**config.mk**
```make
export PLATFORM = sky130hd
export DESIGN_NAME = wb_decoder
export DESIGN_NICKNAME = d
export VERILOG_FILES = /design/src/rtl/wb_decoder_pkg.sv /design/src/rtl/wb_addr_decode.sv /design/src/rtl/wb_decoder.sv
export SDC_FILE = /design/constraint.sdc
export NUM_CORES = 1
export LEC_CHECK = 0
export BUFFER_PORTS_ARGS = -buffer_cell sky130_fd_sc_hd__buf_2
export CORE_AREA = 3 3 211 213
export CTS_CLUSTER_SIZE = 14
export DETAILED_ROUTE_END_ITERATION = 7
export DIE_AREA = 0 0 214 216
export HOLD_SLACK_MARGIN = 0.03
export PLACE_DENSITY_LB_ADDON = 0.15
export SYNTH_ARGS = -nofsm -noshare
export SYNTH_HDL_FRONTEND = slang
export SYNTH_HIERARCHICAL = 1
export SYNTH_SLANG_ARGS = --single-unit
```
**constraint.sdc**
```tcl
create_clock -name clk_i -period 1.7 [get_ports clk_i]
set_input_delay 0.085 -clock clk_i [delete_from_list [all_inputs] [get_ports clk_i]]
set_output_delay 0.085 -clock clk_i [all_outputs]
set_load 0.01 [all_outputs]
```
**src/rtl/wb_decoder_pkg.sv**
```systemverilog
// Shared bus definitions for the wishbone address decoder: widths, slot map,
// request record and decoder state encoding.
package wb_decoder_pkg;

    localparam int DAT_WIDTH = 64;
    localparam int ADR_WIDTH = 64;
    localparam int SEL_WIDTH = DAT_WIDTH / 8;
    localparam int NUM_SLOTS = 3;
    localparam int SLOT_W    = 2;

    localparam int SLOT_RAM = 0;
    localparam int SLOT_ROM = 1;
    localparam int SLOT_IO  = 2;

    typedef logic [SLOT_W-1:0]    slot_t;
    typedef logic [ADR_WIDTH-1:0] adr_t;
    typedef logic [DAT_WIDTH-1:0] dat_t;
    typedef logic [SEL_WIDTH-1:0] sel_t;

    localparam adr_t RAM_BASE = 64'h0000_0000_0000_0000;
    localparam adr_t RAM_SIZE = 64'h0000_0000_0001_0000;
    localparam adr_t ROM_BASE = 64'h0000_8000_0000_0000;
    localparam adr_t ROM_SIZE = 64'h0000_0000_0001_0000;
    localparam adr_t IO_BASE  = 64'h0000_F000_0000_0000;
    localparam adr_t IO_SIZE  = 64'h0000_0000_0000_1000;

    // Indexed by slot number: [0]=RAM, [1]=ROM, [2]=IO
    localparam logic [NUM_SLOTS-1:0][ADR_WIDTH-1:0] SLOT_BASE = {IO_BASE, ROM_BASE, RAM_BASE};
    localparam logic [NUM_SLOTS-1:0][ADR_WIDTH-1:0] SLOT_SIZE = {IO_SIZE, ROM_SIZE, RAM_SIZE};

    typedef enum logic [1:0] {
        ST_IDLE   = 2'd0,
        ST_ACTIVE = 2'd1,
        ST_DONE   = 2'd2
    } wb_state_e;

    typedef struct packed {
        logic we;
        sel_t sel;
        adr_t adr;
        dat_t dat;
    } wb_req_t;

endpackage

```
**src/rtl/wb_addr_decode.sv**
```systemverilog
// Combinational slot lookup: address -> slot index, hit flag, offset in slot.
module wb_addr_decode
    import wb_decoder_pkg::*;
(
    input  logic [ADR_WIDTH-1:0] adr,
    output logic [SLOT_W-1:0]    slot,
    output logic                 hit,
    output logic [ADR_WIDTH-1:0] offset
);

    always_comb begin
        slot   = '0;
        hit    = 1'b0;
        offset = '0;
        for (int k = 0; k < NUM_SLOTS; k++) begin
            // Unsigned wrap makes addresses below the base fail the size test
            if (!hit && ((adr - SLOT_BASE[k]) < SLOT_SIZE[k])) begin
                hit    = 1'b1;
                slot   = slot_t'(k);
                offset = adr - SLOT_BASE[k];
            end
        end
    end

endmodule

```
**src/rtl/wb_decoder.sv**
```systemverilog
// Single-master, three-slave wishbone decoder with bus-error on unmapped
// addresses and on slave timeout.
module wb_decoder
    import wb_decoder_pkg::*;
#(
    parameter int TIMEOUT_CYCLES = 16
) (
    input  logic                           clk_i,
    input  logic                           rst_i,
    input  logic                           m_cyc_i,
    input  logic                           m_stb_i,
    input  logic                           m_we_i,
    input  logic [SEL_WIDTH-1:0]           m_sel_i,
    input  logic [ADR_WIDTH-1:0]           m_adr_i,
    input  logic [DAT_WIDTH-1:0]           m_dat_i,
    output logic [DAT_WIDTH-1:0]           m_dat_o,
    output logic                           m_ack_o,
    output logic                           m_err_o,
    output logic [NUM_SLOTS-1:0]           s_cyc_o,
    output logic [NUM_SLOTS-1:0]           s_stb_o,
    output logic                           s_we_o,
    output logic [SEL_WIDTH-1:0]           s_sel_o,
    output logic [ADR_WIDTH-1:0]           s_adr_o,
    output logic [DAT_WIDTH-1:0]           s_dat_o,
    input  logic [NUM_SLOTS*DAT_WIDTH-1:0] s_dat_i,
    input  logic [NUM_SLOTS-1:0]           s_ack_i,
    input  logic [NUM_SLOTS-1:0]           s_err_i
);

    localparam logic [7:0] TO_LAST = 8'(TIMEOUT_CYCLES - 1);

    wb_state_e            state, state_nxt;
    wb_req_t              req_q;
    slot_t                slot_q;
    logic                 unmapped_q;
    logic [7:0]           cnt_q;

    slot_t                dec_slot;
    logic                 dec_hit;
    adr_t                 dec_off;

    logic [NUM_SLOTS-1:0] slot_oh;
    logic                 sel_ack, sel_err;
    dat_t                 sel_dat;
    logic                 req_take, timeout;

    wb_addr_decode u_dec (
        .adr    (m_adr_i),
        .slot   (dec_slot),
        .hit    (dec_hit),
        .offset (dec_off)
    );

    // Only the registered slot's responses are ever looked at
    always_comb begin
        slot_oh = '0;
        sel_ack = 1'b0;
        sel_err = 1'b0;
        sel_dat = '0;
        for (int k = 0; k < NUM_SLOTS; k++) begin
            if (slot_q == slot_t'(k)) begin
                slot_oh[k] = 1'b1;
                sel_ack    = s_ack_i[k];
                sel_err    = s_err_i[k];
                sel_dat    = s_dat_i[k*DAT_WIDTH +: DAT_WIDTH];
            end
        end
    end

    assign req_take = m_cyc_i && m_stb_i;
    assign timeout  = (cnt_q == TO_LAST);

    always_comb begin
        state_nxt = state;
        m_ack_o   = 1'b0;
        m_err_o   = 1'b0;
        m_dat_o   = '0;
        case (state)
            ST_IDLE: begin
                if (req_take) state_nxt = dec_hit ? ST_ACTIVE : ST_DONE;
            end
            ST_ACTIVE: begin
                if (!m_cyc_i) begin
                    // Master abandoned the cycle: no response is reported
                    state_nxt = ST_IDLE;
                end else begin
                    m_dat_o = req_q.we ? '0 : sel_dat;
                    // Priority: slave error, then ack, then timeout
                    if (sel_err)      m_err_o = 1'b1;
                    else if (sel_ack) m_ack_o = 1'b1;
                    else if (timeout) m_err_o = 1'b1;
                    if (sel_err || sel_ack || timeout) state_nxt = ST_DONE;
                end
            end
            ST_DONE: begin
                m_err_o   = unmapped_q;
                state_nxt = ST_IDLE;
            end
            default: state_nxt = ST_IDLE;
        endcase
    end

    always_ff @(posedge clk_i or negedge rst_i) begin
        if (!rst_i) begin
            state      <= ST_IDLE;
            req_q      <= '0;
            slot_q     <= '0;
            unmapped_q <= 1'b0;
            cnt_q      <= '0;
        end else begin
            state <= state_nxt;
            if (state == ST_IDLE && req_take) begin
                req_q      <= '{we: m_we_i, sel: m_sel_i, adr: dec_off, dat: m_dat_i};
                slot_q     <= dec_slot;
                unmapped_q <= !dec_hit;
                cnt_q      <= '0;
            end else if (state == ST_ACTIVE) begin
                cnt_q <= cnt_q + 8'd1;
            end
        end
    end

    assign s_cyc_o = (state == ST_ACTIVE) ? slot_oh : '0;
    assign s_stb_o = (state == ST_ACTIVE) ? slot_oh : '0;
    assign s_we_o  = req_q.we;
    assign s_sel_o = req_q.sel;
    assign s_adr_o = req_q.adr;
    assign s_dat_o = req_q.dat;

endmodule

```
Word level (Yosys, flattened, before mapping)
Index checks and enable logic that the tools add are counted.

Add/subtract/negate cells: 3. Magnitude comparators: 3. Equal/unequal tests: 7. Reduce and logical (&&, ||, !) cells: 13. Muxes and demuxes: 40.

Operators with widths (count): $mux W64 (9); $lt A64 B17 Y1 const B (2); $sub A64 B48 Y64 const B (2); $lt A64 B13 Y1 const B (1); $mux W1 (21); $mux W8 (2); $mux W2 (5); $add A8 B1 Y8 const B (1); $eq A8 B4 Y1 const B (1); $eq A2 B1 Y1 const B (2); $eq A2 B2 Y1 const B (2); $logic_and A1 B1 Y1 (4); $logic_not A2 Y1 (2); $pmux W2 S2 (1); $logic_not A1 Y1 (3); $mux W3 (1); $ne A3 B3 Y1 const B (1); $logic_or A1 B1 Y1 (2); $ne A2 B2 Y1 const B (1); $pmux W1 S2 (1); $reduce_and A2 Y1 (1); $reduce_bool A2 Y1 (1).

Input bits: 339. Register bits after elaboration: 150. Logic and storage cells: 74. Output and inout port bits: 209.

Longest topological paths before layout
Gate-level depths: netlist of run 1.

Depth in word-level cells: 11. Mapped depth: 12. Depth with buffers taken out: 11.

Cells and area by module
The synthesis of run 1 kept the hierarchy.

By module, submodules not included: wb_decoder (instances 1, area each 7586.0 um^2, cells an instance 953); wb_addr_decode (instances 1, area each 1097.3 um^2, cells an instance 157).

Least setup slack after synthesis of run 1
No wires, ideal clock.

Kind: input -> register. From: in m_adr_i[47]. To: reg state[1]. Buffers on the path: 1. Cell stages on the path: 12. Arrival: 2.284 ns. Data required time: 1.567 ns. Slack: -0.717 ns. Cells stage by stage: inv_1 -> ha_1 -> or3b_2 -> maj3_1 -> a21oi_1 -> nand4_2 -> o211ai_4 -> buf_6 -> nand3_1 -> a22oi_1 -> a31oi_1 -> a21boi_0.

Longest elaborated chain between the ends: 11.

RTL lines: start, declared (RTL line wb_decoder.sv:14) `input logic [ADR_WIDTH-1:0] m_adr_i,`; branches (longest 7 deep; another with $sub A64 B48 Y64); $mux W1 (*) (RTL line wb_addr_decode.sv:17) `if (!hit && ((adr - SLOT_BASE[k]) < SLOT_SIZE[k])) begin`; named net dec_hit (RTL line wb_decoder.sv:39) `logic dec_hit;`; $mux W2 (*) (2 in series) (RTL line wb_decoder.sv:80) `if (req_take) state_nxt = dec_hit ? ST_ACTIVE : ST_DONE;`; $pmux W2 S2 (*) (RTL line wb_decoder.sv:78) `case (state)`; end signal, assigned (RTL line wb_decoder.sv:111) `state <= state_nxt;`; end, declared (RTL line wb_decoder.sv:32) `wb_state_e state, state_nxt;`.

Mark *: on every way through the listed nets, which the timed path passes. The select of a mux whose other input is x is not followed. A chain may end at the register's enable or synchronous reset.

Worst setup path after layout of run 1
From: in m_adr_i[48]. To: reg state[1].

The elaborated chain is that of the path after synthesis.

==> metrics.cfg, run 1 <==
[outcome]
status=finished, violations left
failed_checks=negative setup slack

[critical_path]
worstPathMaxFanout=4
worst_setup_path_end_kind=flip-flop
arrival_ns=2.41
cp.required_ns=2.02
cp_num_buf_inv=4
critical_path.top_delay_family=simple AND/OR/NAND/NOR gates
slowest_stage=or3b_4
slowest_delay_ns=0.41
path_cells=buf_8 > clkinv_4 > ha_4 > or3b_4 > buf_6 > nor4_4 > xnor2_1 > nand4_1 > o211ai_4 > buf_12 > nand3_4 > a22oi_2 > a31oi_1 > a21boi_2
cp-start-kind=primary input
critPathKind=in2reg

[place]
dpl.hpwl_um=33600
dp_cells=2279
port_buffers=547
routabilityCongestion=1.01
pre_cts_slack_ns=-0.645

[global_route]
grt_max_degree=63
grt_pass1_wl_um=66000
grt-ovfl-total=0
groute.usage.overall=0.185
grt_pass1_vias=10900
antenna_found_initial=25

[clock_tree]
htree_num_levels=4
clk_pin_slew_ns=0.06
clk_latency_ns=0.43
clockBufferDepth=2
cts_root_buffer=clkbuf_16
cts_inserted_buffers=17
cts_tree=done
cts_sinks=150

[timing]
rsz0062_at_grt=true
hold_viol=0
slew_viol_final=0
max_freq_mhz=477
worst_slack_ns=-0.395
fin_skew_ns=0.00737
final-setup-viol-count=121
finalCriticalPeriod_ns=2.09
min_period_over_period=1.23
fin_tns_setup_ns=-33.31

[logic_synthesis]
synth-adder-area-share=0.0156
synth_area_per_cell_um2=7.82
ys.flop_type=dfrtp_1
ys_seq_elements=150
synth_cell_types=56
yosys.area_share.simple=0.324
muxShareOfSynthArea=0.0800
synth_area_um2=8680
yosysWarningCount=6
synth_xor_area_frac=0.00908
synthCells=1110
synth_top_family_by_area=simple AND/OR/NAND/NOR gates
ys_async_sr_fraction=1.00
synth_edf_count=0
seq_area_frac_synth=0.432
synth-compound-area-share=0.0683

[final_layout]
final_cells=2481
drive_above_1_share=0.490
fin_nets=2216
area_delta_synth_final_pct=83.5
multi_input_area_um2=5060
fillers=4544
ff_latch_area_um2=3760

[floorplanning]
die_area_um2=46200
io_pins=548
die_height_um=216
fp.dieW_um=214
core-area_um2=42900
row_count=76
initial_core_util=0.202

[pwr]
ir_drop_uv=628
power.leakage_uw=0.00838
power_density_nw_per_um2=880
power_uw=14000

[detailed_routing]
vias_per_cell=4.24
drt_iter0_markers=385
drt-total-wl_um=45200
drtAntennaViolNets=0
vias=10500
dr.pass1.iters=4
drc=0
drt-wirelength-per-cell_um=18.2

[run]
cap_violations=0

[min_path]
min_path_type=in2reg

==> cells in the final DEF (no fill, tap or decap), drive strengths merged, types with 3 or more instances in the layout <==
cell         netlist  routed
buf               76     708
nand2            427     427
dfrtp            150     150
nor2             141     141
dlygate4sd3        0     100
a21oi             68      68
mux2i             67      67
and2              45      45
clkbuf            14      24
conb               1      18
diode              0      17
nor4              11      11
nand3             10      10
ha                10      10
inv               10      10
nand4              8       8
nor3               8       8
o21ai              8       8
xnor2              5       5
clkinvlp           0       5
or3                5       5
xor2               4       4
o41ai              3       3
clkinv             0       3
or4                3       3
and3               3       3
==> area by class of cell <==
type	instances	share of cell area
clock buffers	21	0.0289
clock inverters	10	0.00777
flip-flops and latches	150	0.236
inverters	10	0.00283
multi-input cells	877	0.317
repair buffers	811	0.359
well taps	585	0.0459
diodes	17	0.00267
==> final timing paths <==
path                              from     endpoint  slack [ns]  cells past startpoint
setup reg to reg             slot_q[0]     state[0]       -0.11                      9
min in group asynchronous        rst_i  s_dat_o[22]        0.14                      2
hold reg to reg            s_adr_o[17]  s_adr_o[17]        0.46                      2
max in group asynchronous        rst_i  s_adr_o[46]        0.94                      3
setup / recovery           m_adr_i[48]     state[1]       -0.39                     14
hold / removal             m_adr_i[29]  s_adr_o[29]        0.07                      5
==> per-layer routing <==
metal | global-route usage | up-vias | wire, µm
met5 | 0 | - | 13
met2 | 0.341 | 390 | 24000
met1 | 0.204 | 4982 | 17100
met3 | 0.0403 | 79 | 2340
li1 | - | 5068 | -
met4 | 0.0848 | 2 | 1750
==> per-stage QoR <==
step / hold slack, ns / area [µm²] / util
after floorplan: -0.211 / 8780 / -
after global placement: 0.0463 / 12700 / 0.297
after detailed placement: 0.0473 / 12700 / 0.297
after CTS: 0.0326 / 15200 / 0.355
after global routing: 0.0635 / 15900 / 0.371
final: 0.0698 / 15900 / 0.372
==> flip-flops by register name, summed over array words and instances, names as in the netlist <==
signal	flops
unmapped_q	1
state	2
s_dat_o	64
s_sel_o	8
s_adr_o	64
cnt_q	8
s_we_o	1
slot_q	2
==> power by group <==
part	leakage [µW]	internal, µW	switching (µW)
clock network	0.000268	2240	1570
registers	0.00194	4700	585
logic	0.00617	2170	2760
==> Yosys cell counts, types with 2 or more instances <==
master,number,area (µm²)
a211oi_1,2,15.0
a21boi_0,2,15.0
a21oi_1,68,340
a22oi_1,2,15.0
and2_1,45,282
and3_1,3,18.8
buf_2,34,170
buf_4,31,233
buf_6,10,113
clkbuf_1,14,52.6
dfrtp_1,150,3750
ha_1,10,125
inv_1,10,37.5
mux2i_1,66,661
nand2_1,427,1600
nand3_1,10,50.1
nand3b_1,2,15.0
nand4_1,7,43.8
nand4bb_1,2,22.5
nor2_1,141,529
nor3_1,8,40.0
nor4_1,11,68.8
nor4b_1,2,17.5
o21ai_0,8,40.0
o41ai_2,2,32.5
or3_1,5,31.3
or4_1,2,15.0
xnor2_1,5,43.8
xor2_1,4,35.0
==> timing repair <==
action                                  in CTS  in global routing
setup buffers                               29                 24
pin swaps                                   48                 90
endpoints found under the setup margin     121                206
hold endpoints to repair                   248                  0
resized for setup                          123                148
cloned                                       8                  3
hold buffers                               100                  0
==> tightest hold or removal path, delay by kind of cell <==
| kind | cells | cell delay (ns) |
|---|---|---|
| and+or+nand+nor | 3 | 0.21 |
| buffers and inverters | 2 | 0.18 |
==> logic make-up after synthesis <==
group | after synthesis
AO/OA/AOI/OAI | 97
XOR/XNOR | 9
adder cells (fa/ha/maj) | 11
buffers and inverters | 100
flip-flops | 150
multiplexers | 68
other | 1
AND/OR/NAND/NOR | 674
No activity file was read; power rests on OpenSTA's default activity.
==> run 2, diff against run 1 <==
--- a/config.mk
+++ b/config.mk
@@ -5,11 +5,13 @@
 export SDC_FILE = /design/constraint.sdc
 export NUM_CORES = 1
 export LEC_CHECK = 0
+export ABC_AREA = 1
 export BUFFER_PORTS_ARGS = -buffer_cell sky130_fd_sc_hd__buf_2
-export CORE_AREA = 3 3 211 213
+export CORE_AREA = 3 3 212 214
+export CTS_BUF_LIST = sky130_fd_sc_hd__clkbuf_16
 export CTS_CLUSTER_SIZE = 14
 export DETAILED_ROUTE_END_ITERATION = 7
-export DIE_AREA = 0 0 214 216
+export DIE_AREA = 0 0 215 217
 export HOLD_SLACK_MARGIN = 0.03
 export PLACE_DENSITY_LB_ADDON = 0.15
 export SYNTH_ARGS = -nofsm -noshare
==> run 2 against run 1 <==
  * The flow still finishes with violations (negative setup slack)
  * Clock power decreased by 5.5%
  * Non-clock buffer count increased by 5
  * Synthesized area rose by 9.5%
  * Clock skew up 0.0047 ns
  * Largest power group unchanged
  * Sequential cell count unchanged
  * Global-route usage is 1.4 points higher
  * Largest cell class unchanged
  * Wire length grew 9.8%
  * Via count rose by 15%
  * Worst setup slack gained 0.17 ns
  * Worst hold slack got worse by 0.0061 ns
==> metrics.cfg, run 2 <==
[outcome]
status=finished, violations left
failed_checks=negative setup slack

[critical_path]
slowest_stage=dfrtp_2
cp-start-kind=flip-flop
cp_common_cell=nand2_1
arrival_ns=1.84  ; -0.57 ns
cp_num_buf_inv=6  ; +2
worst_setup_path_end_kind=primary output
r2r_slack_ns=0.10  ; +0.21 ns
worstPathMaxFanout=7  ; +3
critical_path.top_delay_family=buffers and inverters
slowest_delay_ns=0.44  ; +0.03 ns
path_cells=buf_6 > nand2_8 > clkinv_8 > buf_12 > clkbuf_16 > nand2_1 > nand3_1 > nand2_1 > inv_1 > buf_2
critPathKind=reg2out
cp.required_ns=1.62  ; -0.40 ns

[floorplanning]
io_pins=548  ; unchanged
die_area_um2=46700  ; +0.93%
core-area_um2=43100  ; +0.44%
fp.dieW_um=215  ; +0.47%
initial_core_util=0.221  ; +0.0182
die_height_um=217  ; +0.46%
row_count=76  ; unchanged

[timing]
finalCriticalPeriod_ns=1.93  ; -0.167 ns
min_period_over_period=1.13  ; -0.0985
max_freq_mhz=519  ; +8.7%
final-setup-viol-count=66  ; -45%
slew_viol_final=0  ; unchanged
fin_skew_ns=0.0121  ; +0.00473 ns
worst_slack_ns=-0.227  ; +0.167 ns
rsz0062_at_grt=true
hold_viol=0  ; unchanged

[logic_synthesis]
yosysMostFrequentCell=nand2_1
synth_area_um2=9500  ; +9.5%
synth_top_area_frac=0.395  ; -0.0373
ys_async_sr_fraction=1.00  ; unchanged
synth_edf_count=0  ; unchanged
seq_area_frac_synth=0.395  ; -0.0373
synth_cell_types=30  ; -46%
synthCells=1471  ; +33%
synth_area_leader_cell=dfrtp_1
synth_area_per_cell_um2=6.46  ; -17%
synthTopCellsByArea=dfrtp_1 39%, nand2_1 31%, inv_1 5.9%
ys_seq_elements=150  ; unchanged
synth_common_cells=788 x nand2_1, 150 x dfrtp_1, 149 x inv_1
ys.flop_type=dfrtp_1
yosysWarningCount=6  ; unchanged

[clock_tree]
cts_root_buffer=clkbuf_16
cts_tree=done
clockBufferDepth=2  ; unchanged
clk_latency_ns=0.43  ; about the same
htree_num_levels=4  ; unchanged
cts_sinks=150  ; unchanged
clk_pin_slew_ns=0.06  ; about the same
cts_inserted_buffers=17  ; unchanged

[final_layout]
area_delta_synth_final_pct=85.1
final_common_cell=nand2_1
drive_above_1_share=0.445  ; -0.0448
final_cell_mix=699 x nand2_1, 513 x buf_2, 148 x dfrtp_1, 132 x inv_1, 100 x dlygate4sd3_1
fin_nets=2585  ; +17%
final_cells=2842  ; +15%
fillers=4583  ; +0.86%

[place]
port_buffers=547  ; unchanged
dp_cells=2635  ; +16%
pre_cts_slack_ns=-0.483  ; +0.162 ns
dpl.hpwl_um=34500  ; +2.8%
routabilityCongestion=0.953  ; -5.4%

[min_path]
min_path_type=in2reg

[global_route]
antenna_found_initial=15  ; -40%
grt_pass1_vias=12100  ; +11%
groute.usage.overall=0.200  ; +0.0144
grt_max_degree=44  ; -30%
grt_pass1_wl_um=72100  ; +9.2%
grt-ovfl-total=0  ; unchanged

[detailed_routing]
drt-wirelength-per-cell_um=17.4  ; -4.2%
drtAntennaViolNets=0  ; unchanged
vias=12100  ; +15%
drc=0  ; unchanged
drt_iter0_markers=570  ; +48%
vias_per_cell=4.27  ; +0.79%
topRoutingLayerUsed=met5
wl_met2_um=25400  ; +6.0%
route.met3.wl_um=3210  ; +37%
drt-total-wl_um=49600  ; +9.8%
dr.pass1.iters=4  ; unchanged
wl_met1_um=19100  ; +12%

[pwr]
ir_drop_uv=700  ; +11%
power.leakage_uw=0.0103  ; +23%
power_density_nw_per_um2=802  ; -8.8%

[run]
cap_violations=0  ; unchanged

run 2: cell count changes in the layout (fill, tap and decap cells not counted), sizes merged, moves of 4 or more:
cell	delta
xnor2	-4
diode	-8
clkinv	+4
nand3	+94
nor4	-11
nor2	-60
nand2	+365
buf	-4
a21oi	-18
or3	-5
inv	+147
and2	-45
o21ai	+9
mux2i	-67
run 2: worst paths after layout:
check | start | end | cells past startpoint
min | m_stb_i | state[1] | 5
min in group asynchronous | rst_i | s_dat_o[29] | 2
min reg2reg | s_adr_o[28] | s_adr_o[28] | 2
max reg2reg | state[0] | s_dat_o[28] | 9
max in group asynchronous | rst_i | slot_q[1] | 3
max | slot_q[0] | m_dat_o[35] | 10
run 2: report_power, final:
part	internal (µW)	switching [µW]	total (µW)
combinational	2320	2920	5250
sequential	4700	582	5280
clock	1990	1590	3590
run 2: worst min-delay path, delay by kind of cell:
| kind | cells | cell delay [ns] |
|---|---|---|
| and+or+nand+nor | 4 | 0.24 |
| buffers and inverters | 1 | 0.12 |
run 2: logic make-up after synthesis:
family          Yosys count  synth area share
compound gates           68            0.0474
flops                   150             0.395
buf+inv                 242             0.118
xor+xnor                  8           0.00737
simple gates            992             0.419
fa+ha+maj                10            0.0132
other cells               1          0.000395
run 2: what timing repair did:
action                                 4_1_cts  5_1_grt
gates cloned                                20       11
setup endpoints to repair                   79      186
gates resized for setup                    152      205
endpoints found under the hold margin      249        0
pin swaps                                   20      164
hold buffers                               100        0
setup buffers                               28       16
run 2: final cells by class:
cell class	count	area (µm²)	share of cell area
multi-input combinational	1096	5710	0.324
sequential	150	3760	0.213
tap	585	732	0.0416
antenna	9	22.5	0.00128
clock inverter	14	111	0.00633
inverter	155	624	0.0355
timing repair buffer	816	6220	0.353
clock buffer	17	425	0.0242
run 2: stage by stage:
stage           util  area (µm²)  power (µW)  hold WS, ns  setup TNS, ns
2_1_floorplan      -        9640        7490       -0.211          -4.51
3_3_place_gp   0.316       13600        9990       0.0158         -19.67
3_5_place_dp   0.316       13600       10000      0.00899         -21.69
4_1_cts        0.384       16500       14100       0.0442         -14.86
5_1_grt        0.408       17600       15000       0.0864         -21.26
6_report       0.408       17600       14100       0.0637         -12.25
run 2: per-layer routing:
metal / GRT usage / vias up
met4: 0.0703 / 8
li1: - / 5956
met1: 0.225 / 5641
met2: 0.370 / 452
met5: 0 / -
met3: 0.0464 / 90
